--- config.mk ---
export PLATFORM = sky130hd
export DESIGN_NAME = i2s_rx_flat
export DESIGN_NICKNAME = d
export VERILOG_FILES = /design/src/rtl/i2s_rx_if.sv /design/src/rtl/i2s_rx.sv /design/src/flat_wrapper.sv
export SDC_FILE = /design/constraint.sdc
export NUM_CORES = 1
export LEC_CHECK = 0
export CAP_MARGIN = 20
export CORE_MARGIN = 8
export CORE_UTILIZATION = 35
export CTS_CLUSTER_SIZE = 12
export DETAILED_ROUTE_END_ITERATION = 16
export PLACE_DENSITY = 0.63
export RECOVER_POWER = 25
export SLEW_MARGIN = 0
export SYNTH_ARGS = -nofsm -noshare
export SYNTH_HDL_FRONTEND = slang
export SYNTH_SLANG_ARGS = --single-unit
export TNS_END_PERCENT = 20
--- constraint.sdc ---
create_clock -name clock -period 1.7 [get_ports clock]
set_input_delay 0.17 -clock clock [delete_from_list [all_inputs] [get_ports clock]]
set_output_delay 0.17 -clock clock [all_outputs]
set_load 0.01 [all_outputs]
--- src/rtl/i2s_rx_if.sv ---
// I2S capture-side bus: serial lines from the codec plus the decoded frame outputs.
interface i2s_rx_if #(
  parameter int DW = 16
);
  logic          sck;
  logic          lr;
  logic          d;
  logic [DW-1:0] ldata;
  logic [DW-1:0] rdata;
  logic          strobe;
  logic          locked;
  logic          ear;

  modport master (
    output sck, lr, d,
    input  ldata, rdata, strobe, locked, ear
  );

  modport slave (
    input  sck, lr, d,
    output ldata, rdata, strobe, locked, ear
  );
endinterface

--- src/rtl/i2s_rx.sv ---
// I2S slave receiver: oversamples sck/lr/d, deserialises L/R words, derives a tape EAR bit.
// Optional Schmitt-trigger EAR enabled by defining I2S_RX_EAR_HYST_EN.
module i2s_rx #(
  parameter int DW   = 16,
  parameter int MAXB = 32,
  parameter int ETH  = 512,
  parameter int HYST = 256
) (
  input  logic     clock,
  input  logic     reset,
  i2s_rx_if.slave  bus
);
  localparam int CW = $clog2(MAXB + 2);
  localparam logic [CW-1:0] CNT_SAT  = CW'(MAXB + 1);
  localparam logic [CW-1:0] CNT_MAX  = CW'(MAXB);
  localparam logic [CW-1:0] CNT_FULL = CW'(DW + 1);

`ifdef I2S_RX_EAR_HYST_EN
  localparam bit HYST_EN = 1'b1;
`else
  localparam bit HYST_EN = 1'b0;
`endif
  // Without hysteresis the clear threshold sits just below the set threshold.
  localparam int SET_TH = HYST_EN ? ETH + HYST : ETH;
  localparam int CLR_TH = HYST_EN ? ETH - HYST : ETH - 1;

  typedef enum logic [1:0] {ST_SYNC, ST_LEFT, ST_RIGHT} state_t;

  // Bit order in the sync vectors: [2]=sck, [1]=lr, [0]=d.
  logic [2:0] raw;
  logic [2:0] s1_q, s2_q, hist_q;

  assign raw = {bus.sck, bus.lr, bus.d};

  always_ff @(posedge clock) begin
    if (reset) begin
      s1_q   <= '0;
      s2_q   <= '0;
      hist_q <= '0;
    end else begin
      s1_q   <= raw;
      s2_q   <= s1_q;
      hist_q <= s2_q;
    end
  end

  logic sck_rise, lr_rise, lr_fall, lr_edge, d_bit, half_bad;

  assign sck_rise = s2_q[2] & ~hist_q[2];
  assign lr_rise  = s2_q[1] & ~hist_q[1];
  assign lr_fall  = ~s2_q[1] & hist_q[1];
  assign lr_edge  = lr_rise | lr_fall;
  assign d_bit    = hist_q[0];

  state_t        state_q;
  logic [CW-1:0] cnt_q;
  logic [DW-1:0] shift_q, hold_q, lw_q, rw_q;
  logic          hold_bad_q, good_q, lock_q, stb_q;

  assign half_bad = (cnt_q < CNT_FULL) || (cnt_q > CNT_MAX);

  always_ff @(posedge clock) begin
    if (reset) begin
      state_q    <= ST_SYNC;
      cnt_q      <= '0;
      shift_q    <= '0;
      hold_q     <= '0;
      hold_bad_q <= 1'b0;
      good_q     <= 1'b0;
      lock_q     <= 1'b0;
      stb_q      <= 1'b0;
      lw_q       <= '0;
      rw_q       <= '0;
    end else begin
      stb_q <= 1'b0;
      // An lr edge always wins; a coincident sck rise becomes slot #1 of the new half.
      if (lr_edge) begin
        cnt_q   <= sck_rise ? CW'(1) : '0;
        shift_q <= '0;
      end else if (sck_rise) begin
        if (cnt_q != CNT_SAT) cnt_q <= cnt_q + CW'(1);
        for (int i = 0; i < DW; i++) begin
          if (cnt_q == CW'(DW - i)) shift_q[i] <= d_bit;
        end
      end

      case (state_q)
        ST_SYNC: begin
          if (lr_fall) state_q <= ST_LEFT;
        end
        ST_LEFT: begin
          if (lr_rise) begin
            hold_q     <= shift_q;
            hold_bad_q <= half_bad;
            if (half_bad) begin
              lock_q <= 1'b0;
              good_q <= 1'b0;
            end
            state_q <= ST_RIGHT;
          end
        end
        ST_RIGHT: begin
          if (lr_fall) begin
            lw_q  <= hold_q;
            rw_q  <= shift_q;
            stb_q <= 1'b1;
            if (hold_bad_q || half_bad) begin
              lock_q <= 1'b0;
              good_q <= 1'b0;
            end else begin
              if (good_q) lock_q <= 1'b1;
              good_q <= 1'b1;
            end
            state_q <= ST_LEFT;
          end
        end
        default: state_q <= ST_SYNC;
      endcase
    end
  end

  logic [DW-1:0] ldata_q, rdata_q;
  logic          strobe_q, locked_q, ear_q, ear_d;
  int            lw_int;

  always_comb begin
    lw_int = int'($signed(lw_q));
    ear_d  = ear_q;
    if (lw_int >= SET_TH)      ear_d = 1'b1;
    else if (lw_int <= CLR_TH) ear_d = 1'b0;
  end

  // Output stage: everything the host sees moves together one cycle after the FSM.
  always_ff @(posedge clock) begin
    if (reset) begin
      ldata_q  <= '0;
      rdata_q  <= '0;
      strobe_q <= 1'b0;
      locked_q <= 1'b0;
      ear_q    <= 1'b0;
    end else begin
      strobe_q <= stb_q;
      locked_q <= lock_q;
      if (stb_q) begin
        ldata_q <= lw_q;
        rdata_q <= rw_q;
        ear_q   <= ear_d;
      end
    end
  end

  assign bus.ldata  = ldata_q;
  assign bus.rdata  = rdata_q;
  assign bus.strobe = strobe_q;
  assign bus.locked = locked_q;
  assign bus.ear    = ear_q;
endmodule

--- src/flat_wrapper.sv ---
// flat-port wrapper written by rule: the top's interface ports become plain ports
module i2s_rx_flat 
#(
  parameter int DW   = 16,
  parameter int MAXB = 32,
  parameter int ETH  = 512,
  parameter int HYST = 256
)
  (clock, reset, bus_sck, bus_lr, bus_d, bus_ldata, bus_rdata, bus_strobe, bus_locked, bus_ear);
  i2s_rx_if #(.DW(DW)) bus_i ();
  input  logic clock;
  input  logic reset;
  input wire logic [$bits(bus_i.sck)-1:0] bus_sck;
  input wire logic [$bits(bus_i.lr)-1:0] bus_lr;
  input wire logic [$bits(bus_i.d)-1:0] bus_d;
  output wire logic [$bits(bus_i.ldata)-1:0] bus_ldata;
  output wire logic [$bits(bus_i.rdata)-1:0] bus_rdata;
  output wire logic [$bits(bus_i.strobe)-1:0] bus_strobe;
  output wire logic [$bits(bus_i.locked)-1:0] bus_locked;
  output wire logic [$bits(bus_i.ear)-1:0] bus_ear;
  assign bus_i.sck = bus_sck;
  assign bus_i.lr = bus_lr;
  assign bus_i.d = bus_d;
  assign bus_ldata = bus_i.ldata;
  assign bus_rdata = bus_i.rdata;
  assign bus_strobe = bus_i.strobe;
  assign bus_locked = bus_i.locked;
  assign bus_ear = bus_i.ear;
  i2s_rx #(.DW(DW), .MAXB(MAXB), .ETH(ETH), .HYST(HYST)) u_core (.clock(clock), .reset(reset), .bus(bus_i));
endmodule
==> results of run 1 <==
[timing repair]
action | 4_1_cts | 5_1_grt
setup endpoints to repair | 2 | 12
gates resized for setup | 3 | 9
endpoints found under the hold margin | 0 | 0
setup buffers | 2 | 0
pin swaps | 2 | 4
[flip-flops by register name (all words and copies together) (netlist names)]
name / flops
u_core.bus.ear: 1
u_core.bus.ldata: 16
u_core.bus.locked: 1
u_core.bus.rdata: 16
u_core.bus.strobe: 1
u_core.cnt_q: 6
u_core.good_q: 1
u_core.hist_q: 3
u_core.hold_bad_q: 1
u_core.hold_q: 16
u_core.lock_q: 1
u_core.lw_q: 16
u_core.rw_q: 16
u_core.s1_q: 3
u_core.s2_q: 3
u_core.shift_q: 16
u_core.state_q: 2
u_core.stb_q: 1
[report_power, final]
| group | switching (mW) | internal [mW] | leakage, nW | total, mW |
|---|---|---|---|---|
| registers | 0.00860 | 2.83 | 0.970 | 2.83 |
| logic | 0.0833 | 0.0453 | 0.726 | 0.129 |
| clock network | 1.30 | 2.40 | 0.304 | 3.70 |
| total | 1.39 | 5.27 | 2.00 | 6.66 |
[metrics by stage]
step / TNS, ns / cells / worst slack, ns / util [%] / area (um^2)
global placement: 0 / 719 / 0.0253 / 39.8 / 5190
finish: 0 / 753 / 0.0848 / 44.9 / 5850
floorplan: 0 / 524 / 0.0186 / - / 4580
CTS: 0 / 753 / 0.0135 / 44.8 / 5840
global route: 0 / 753 / 0.00601 / 44.9 / 5850
detailed placement: -0.0447 / 719 / -0.0230 / 39.8 / 5190
[worst max-delay path, stage by stage (launching register included)]
cell	delay [ns]
dfxtp_2	0.33
inv_2	0.04
buf_4	0.13
ha_1	0.23
a21bo_2	0.25
a21oi_1	0.19
mux2_2	0.34
[cell type report]
class                           count  area (um^2)  area share [%]
Sequential cell                   120         2410            41.2
Clock buffer                       19          453            7.74
Tap cell                          176          220            3.76
Timing Repair Buffer               56          543            9.28
Inverter                           10         37.5           0.641
Clock inverter                     13          169            2.89
Multi-Input combinational cell    359         2020            34.5
[routing by layer]
layer | track usage (%) | part of all wire [%] | up-vias | routed length (um)
li1 | - | - | 1831 | -
met1 | 13.4 | 45 | 1670 | 4260
met2 | 20.7 | 49 | 65 | 4620
met3 | 3.37 | 5.1 | 10 | 480
met4 | 4.93 | 1.0 | 0 | 95
met5 | 0 | 0 | - | 0
[Yosys cell counts, types with 2 or more instances]
cell,instances,area [um^2]
and3_1,4,25.0
o21ai_0,14,70.1
or4b_1,2,20.0
and2_1,2,12.5
clkbuf_1,27,101
inv_1,10,37.5
a211oi_1,3,22.5
nor2_1,58,218
mux2i_1,38,380
buf_1,2,7.51
a21oi_1,70,350
nand2b_1,3,18.8
nor4_1,3,18.8
buf_2,4,20.0
nand2_1,113,424
mux2_2,2,22.5
ha_1,10,125
nor2b_1,12,75.1
nand3b_1,4,30.0
nand3_1,6,30.0
dfxtp_1,120,2400
a31o_2,2,17.5
[kinds of logic after synthesis]
| logic type | count (synthesis) | share of synthesized area, % |
|---|---|---|
| simple gates | 214 | 20.6 |
| fa+ha+maj | 10 | 2.73 |
| mux | 40 | 8.79 |
| compound gates | 94 | 11.2 |
| xor+xnor | 1 | 0.191 |
| flops | 120 | 52.4 |
| buf+inv | 45 | 4.04 |
[final timing paths]
check | cells after the start | slack [ns] | from | end
worst max-delay path | 6 | 0.08 | u_core.cnt_q[1]$_SDFFE_PP0P_ | u_core.cnt_q[4]$_SDFFE_PP0P_
worst min-delay path | 3 | 0.18 | reset | u_core.good_q$_SDFFE_PP0P_
worst max register to register | 6 | 0.08 | u_core.cnt_q[1]$_SDFFE_PP0P_ | u_core.cnt_q[4]$_SDFFE_PP0P_
worst min register to register | 1 | 0.44 | u_core.s1_q[1]$_SDFF_PP0_ | u_core.s2_q[1]$_SDFF_PP0_
==> flow_metrics.tcl, run 1 <==
set metrics [dict create \
    status "finished clean" \
    cp.arrival_ns 1.91 \
    ys_seq_area_share_pct 52.4 \
    finalSetupViolCount 0 \
    syn_area_per_cell_um2 8.74 \
    row_count 42 \
    synth_area_mm2 0.00458 \
    grt_max_degree 99 \
    dr.pass1.iters 5 \
    cts.hold.buffers_added 0 \
    max-clock-path-buffers 2 \
    die_area_mm2 0.0170 \
    end_kind "flop" \
    period_share_pct 95.0 \
    cp.required_ns 1.99 \
    ioPinCount 40 \
    clock_skew_ns 0.00898 \
    startpoint_type "flop" \
    clock.fmax_ghz 0.619 \
    drcViolationCount 0 \
    max-vdd-ir-drop_v 0.000683 \
    synth_flop_cell "dfxtp_1" \
    syn_inst 524 \
    clkLatencyLatePin_ns 0.41 \
    final_cell_mix "dfxtp_1 (115), nand2_1 (113), a21oi_1 (69), nor2_1 (58)" \
    tightest_slew_ns 0.826 \
    period_minus_slack_ns 1.62 \
    maxSlewViolCount 0 \
    worst-setup-path-type "reg -> reg" \
    final_common_cell "dfxtp_1" \
    track_usage_pct 11.9 \
    hold_slack_ns 0.177 \
    vias 3576 \
    cts_num_sinks 120 \
    hpwlAfterDp_um 6320 \
    htreeDepth 4 \
    wl_per_cell_um 12.6 \
    overflow 0 \
    yosysWarnings 0 \
    wl_um 9450 \
    cts.clk_slew.worst_paths_ns 0.06 \
    yosysUniqueCellTypes 37 \
    dieWidth_um 130 \
    final_layout_size_suffix_gt1_share_pct 11.6 \
    p_leak_nw 2.00 \
    max_cap_violations 0 \
    rsz0062_at_grt "no" \
    initial_utilization_pct 35.2 \
    synth-edff-count 0 \
    numCtsBuffers 17 \
    ant_nets 0 \
    area_growth_pct 27.7 \
    core_area_mm2 0.0130 \
    cts-root-buf "clkbuf_16" \
    grt_first_pass_wirelength_um 16200 \
    viasPerCell 4.75 \
    hp-class "in -> reg" \
    ys_ff_latch 120 \
    synthArstFlopShare_pct 0 \
    dieHeight_um 130 \
    io_buffers 39 \
    cts_tree "done" \
    max-slew-margin-rel_pct 44.9 \
    syn-num-nets 539 \
    path_max_fanout 5 \
    n_antenna_cell 0 \
    p_per_area_mw_per_mm2 1140 \
    n_fill_cell 1295 \
    drtIter0Drc 202 \
    grt_pass1_vias 3597 \
    p_total_mw 6.66 \
    hold_viol_final 0 \
    finalNetCount 579 \
    antenna_found_initial 0 \
    gp_congestion 0.799 \
]
Note: power is estimated with default switching activity, not from simulation.
==> inputs of run 2 (changes only) <==
--- a/config.mk
+++ b/config.mk
@@ -5,14 +5,15 @@
 export SDC_FILE = /design/constraint.sdc
 export NUM_CORES = 1
 export LEC_CHECK = 0
+export ABC_AREA = 1
 export CAP_MARGIN = 20
+export CORE_ASPECT_RATIO = 0.6
 export CORE_MARGIN = 8
 export CORE_UTILIZATION = 35
 export CTS_CLUSTER_SIZE = 12
 export DETAILED_ROUTE_END_ITERATION = 16
 export PLACE_DENSITY = 0.63
 export RECOVER_POWER = 25
-export SLEW_MARGIN = 0
 export SYNTH_ARGS = -nofsm -noshare
 export SYNTH_HDL_FRONTEND = slang
 export SYNTH_SLANG_ARGS = --single-unit
==> run 2 against run 1 <==
Setup slack better by 0.068 ns. Synthesized area down 1.6%. Wire length up 9.2%. Highest routed layer unchanged.
==> flow_metrics.tcl, run 2 <==
set metrics [dict create \
    clock_skew_ns 0.00668 \
    io_buffers 39 \
    fin_ws_ns 0.153 \
    area_growth_pct 25.6 \
    max-slew-margin-rel_pct 51.2 \
    cpLargestDelayFamily "buffers and inverters" \
    synth_top_area_cell "dfxtp_1" \
    dp.cells 775 \
    stdcell_count 806 \
    max_cap_violations 0 \
    synth_area_leaders "dfxtp_1 (53%), nor2_1 (16%), o21ai_0 (11%)" \
    clkLatencyLatePin_ns 0.41 \
    dr.pass1.iters 5 \
    cts.hold.buffers_added 0 \
    status "finished clean" \
    syn_inst 584 \
    crit_path_frequent_cell "inv_1" \
    ioPinCount 40 \
    power.share.sequential_pct 42.4 \
    crit_chain "inv_1 -> ha_1 -> inv_1 -> nor2_2 -> inv_1 -> buf_4 -> a21oi_1" \
    final_cell_mix "nor2_1 (189), dfxtp_1 (120), o21ai_0 (102), inv_1 (39), clkdlybuf4s50_1 (38)" \
    max-vdd-ir-drop_v 0.000603 \
    crit_cells 7 \
    finalNetCount 639 \
    end_kind "flop" \
    synth-edff-count 0 \
    wl_um 10300 \
    post_cts_buffers 0 \
    p_leak_nw 2.35 \
    overflow 0 \
    swShare_pct 22.3 \
    viasPerCell 4.73 \
    vias 3813 \
    yosysMostFrequentCell "nor2_1" \
    cp.arrival_ns 1.88 \
    max-clock-path-buffers 2 \
    drcViolationCount 0 \
    rsz0062_at_grt "no" \
    cp.required_ns 2.03 \
    finalSetupViolCount 0 \
    intPower_mw 5.35 \
    drtIter0Drc 317 \
    pre_cts_ws_ns 0.176 \
    worst-setup-path-type "reg -> reg" \
    maxSlewViolCount 0 \
    tns_ns 0 \
    path_max_fanout 13 \
    yosysWarnings 0 \
    syn_area_per_cell_um2 7.72 \
    period_minus_slack_ns 1.55 \
    synthArstFlopShare_pct 0 \
    synthTopCellsByCount "nor2_1 (189), dfxtp_1 (120), o21ai_0 (102), inv_1 (39), nand2_1 (28)" \
    synth_flop_cell "dfxtp_1" \
    p_clk_share_pct 52.0 \
    ctsResizeCount 0 \
    wl_per_cell_um 12.8 \
    die_area_mm2 0.0169 \
    whs_path_depth 3 \
    hold_viol_final 0 \
    dieHeight_um 104 \
    hpwlAfterDp_um 7160 \
    critical_path_buf_inv_count 4 \
    core_area_mm2 0.0127 \
    track_usage_pct 12.8 \
    period_share_pct 91.0 \
    initial_utilization_pct 35.5 \
    fin_util_pct 44.6 \
    combinationalPowerShare_pct 5.6 \
    cp_slowest_cell "dfxtp_1" \
    syn-num-nets 599 \
    cts_num_sinks 120 \
    slowest_delay_ns 0.33 \
    clock.fmax_ghz 0.647 \
    yosysUniqueCellTypes 28 \
    ant_nets 0 \
    p_switching_mw 1.54 \
    cts.clk_slew.worst_paths_ns 0.05 \
    ys_ff_latch 120 \
    grt_first_pass_wirelength_um 17800 \
    p_per_area_mw_per_mm2 1220 \
    tightest_slew_ns 0.732 \
    ys_seq_area_share_pct 53.3 \
    n_antenna_cell 0 \
    grt_max_degree 84 \
    grt_pass1_vias 3743 \
    cts-root-buf "clkbuf_16" \
    final_layout_size_suffix_gt1_share_pct 7.86 \
    r2r_cells 7 \
    dieWidth_um 163 \
    antenna_found_initial 0 \
    cts_tree "done" \
    hp-class "in -> reg" \
    netlist.area_leader.share_pct 53.3 \
    startpoint_type "flop" \
    gp_congestion 0.841 \
    htreeDepth 4 \
    row_count 32 \
    synth_area_mm2 0.00451 \
    numCtsBuffers 17 \
    final_common_cell "nor2_1" \
]
run 2: cell count changes after synthesis, sizes merged, moves of 6 or more:
| cell | delta |
|---|---|
| o21ai | +88 |
| nor2 | +136 |
| inv | +30 |
| a21oi | -49 |
| nand2 | -82 |
| clkbuf | -6 |
| nand3 | +13 |
| nor2b | -12 |
| mux2i | -38 |
run 2: area by class of cell:
type	count	area, um^2
tap	170	213
multi-input combinational	394	1830
clock inverter	12	153
clock buffer	19	443
inverter	42	158
fill	1230	7030
timing repair buffer	49	462
sequential	120	2400
run 2: worst reg2reg max path, delay by kind of cell (launching register included):
kind,cells,cell delay (ns)
AOI/OAI and AO/OA,1,0.14
adders and majority gates,1,0.29
buffers and inverters,4,0.46
DFF,1,0.33
and+or+nand+nor,1,0.24
run 2: cells by family after synthesis:
| family | after synthesis | synth area share (%) |
|---|---|---|
| AOI/OAI and AO/OA | 127 | 14.3 |
| adders and majority gates | 10 | 2.77 |
| buffers and inverters | 70 | 6.08 |
| DFF | 120 | 53.3 |
| and+or+nand+nor | 257 | 23.6 |
run 2: power groups by stage:
| stage | registers [mW] | clock network [mW] | logic (mW) |
|---|---|---|---|
| 6_report | 2.92 | 3.58 | 0.388 |
| 5_1_grt | 2.93 | 3.81 | 0.449 |
| 4_1_cts | 2.92 | 3.64 | 0.395 |
| 3_5_place_dp | 2.98 | 0 | 0.393 |
| 3_3_place_gp | 2.98 | 0 | 0.376 |
| 2_1_floorplan | 2.97 | 0 | 0.302 |
run 2: final timing paths:
| kind | start | slack (ns) | endpoint |
|---|---|---|---|
| max | u_core.hist_q[1]$_SDFF_PP0_ | 0.15 | u_core.shift_q[15]$_SDFFE_PP0P_ |
| min | bus_d | 0.27 | u_core.s1_q[0]$_SDFF_PP0_ |
| max reg2reg | u_core.hist_q[1]$_SDFF_PP0_ | 0.15 | u_core.shift_q[15]$_SDFFE_PP0P_ |
| min reg2reg | u_core.s1_q[1]$_SDFF_PP0_ | 0.41 | u_core.s2_q[1]$_SDFF_PP0_ |
run 2: stage by stage:
| step | hold slack, ns | total power, mW | area, um^2 |
|---|---|---|---|
| after floorplan | 0.277 | 3.27 | 4510 |
| after global placement | 0.399 | 3.36 | 5080 |
| after detailed placement | 0.398 | 3.37 | 5080 |
| after CTS | 0.263 | 6.96 | 5680 |
| after global routing | 0.279 | 7.19 | 5660 |
| final | 0.274 | 6.89 | 5660 |
run 2: metal layers:
metal / track usage [%] / wire length, um
met5: 0 / 0
met3: 4.11 / 731
met2: 19.0 / 4330
met4: 5.08 / 71
met1: 17.0 / 5200
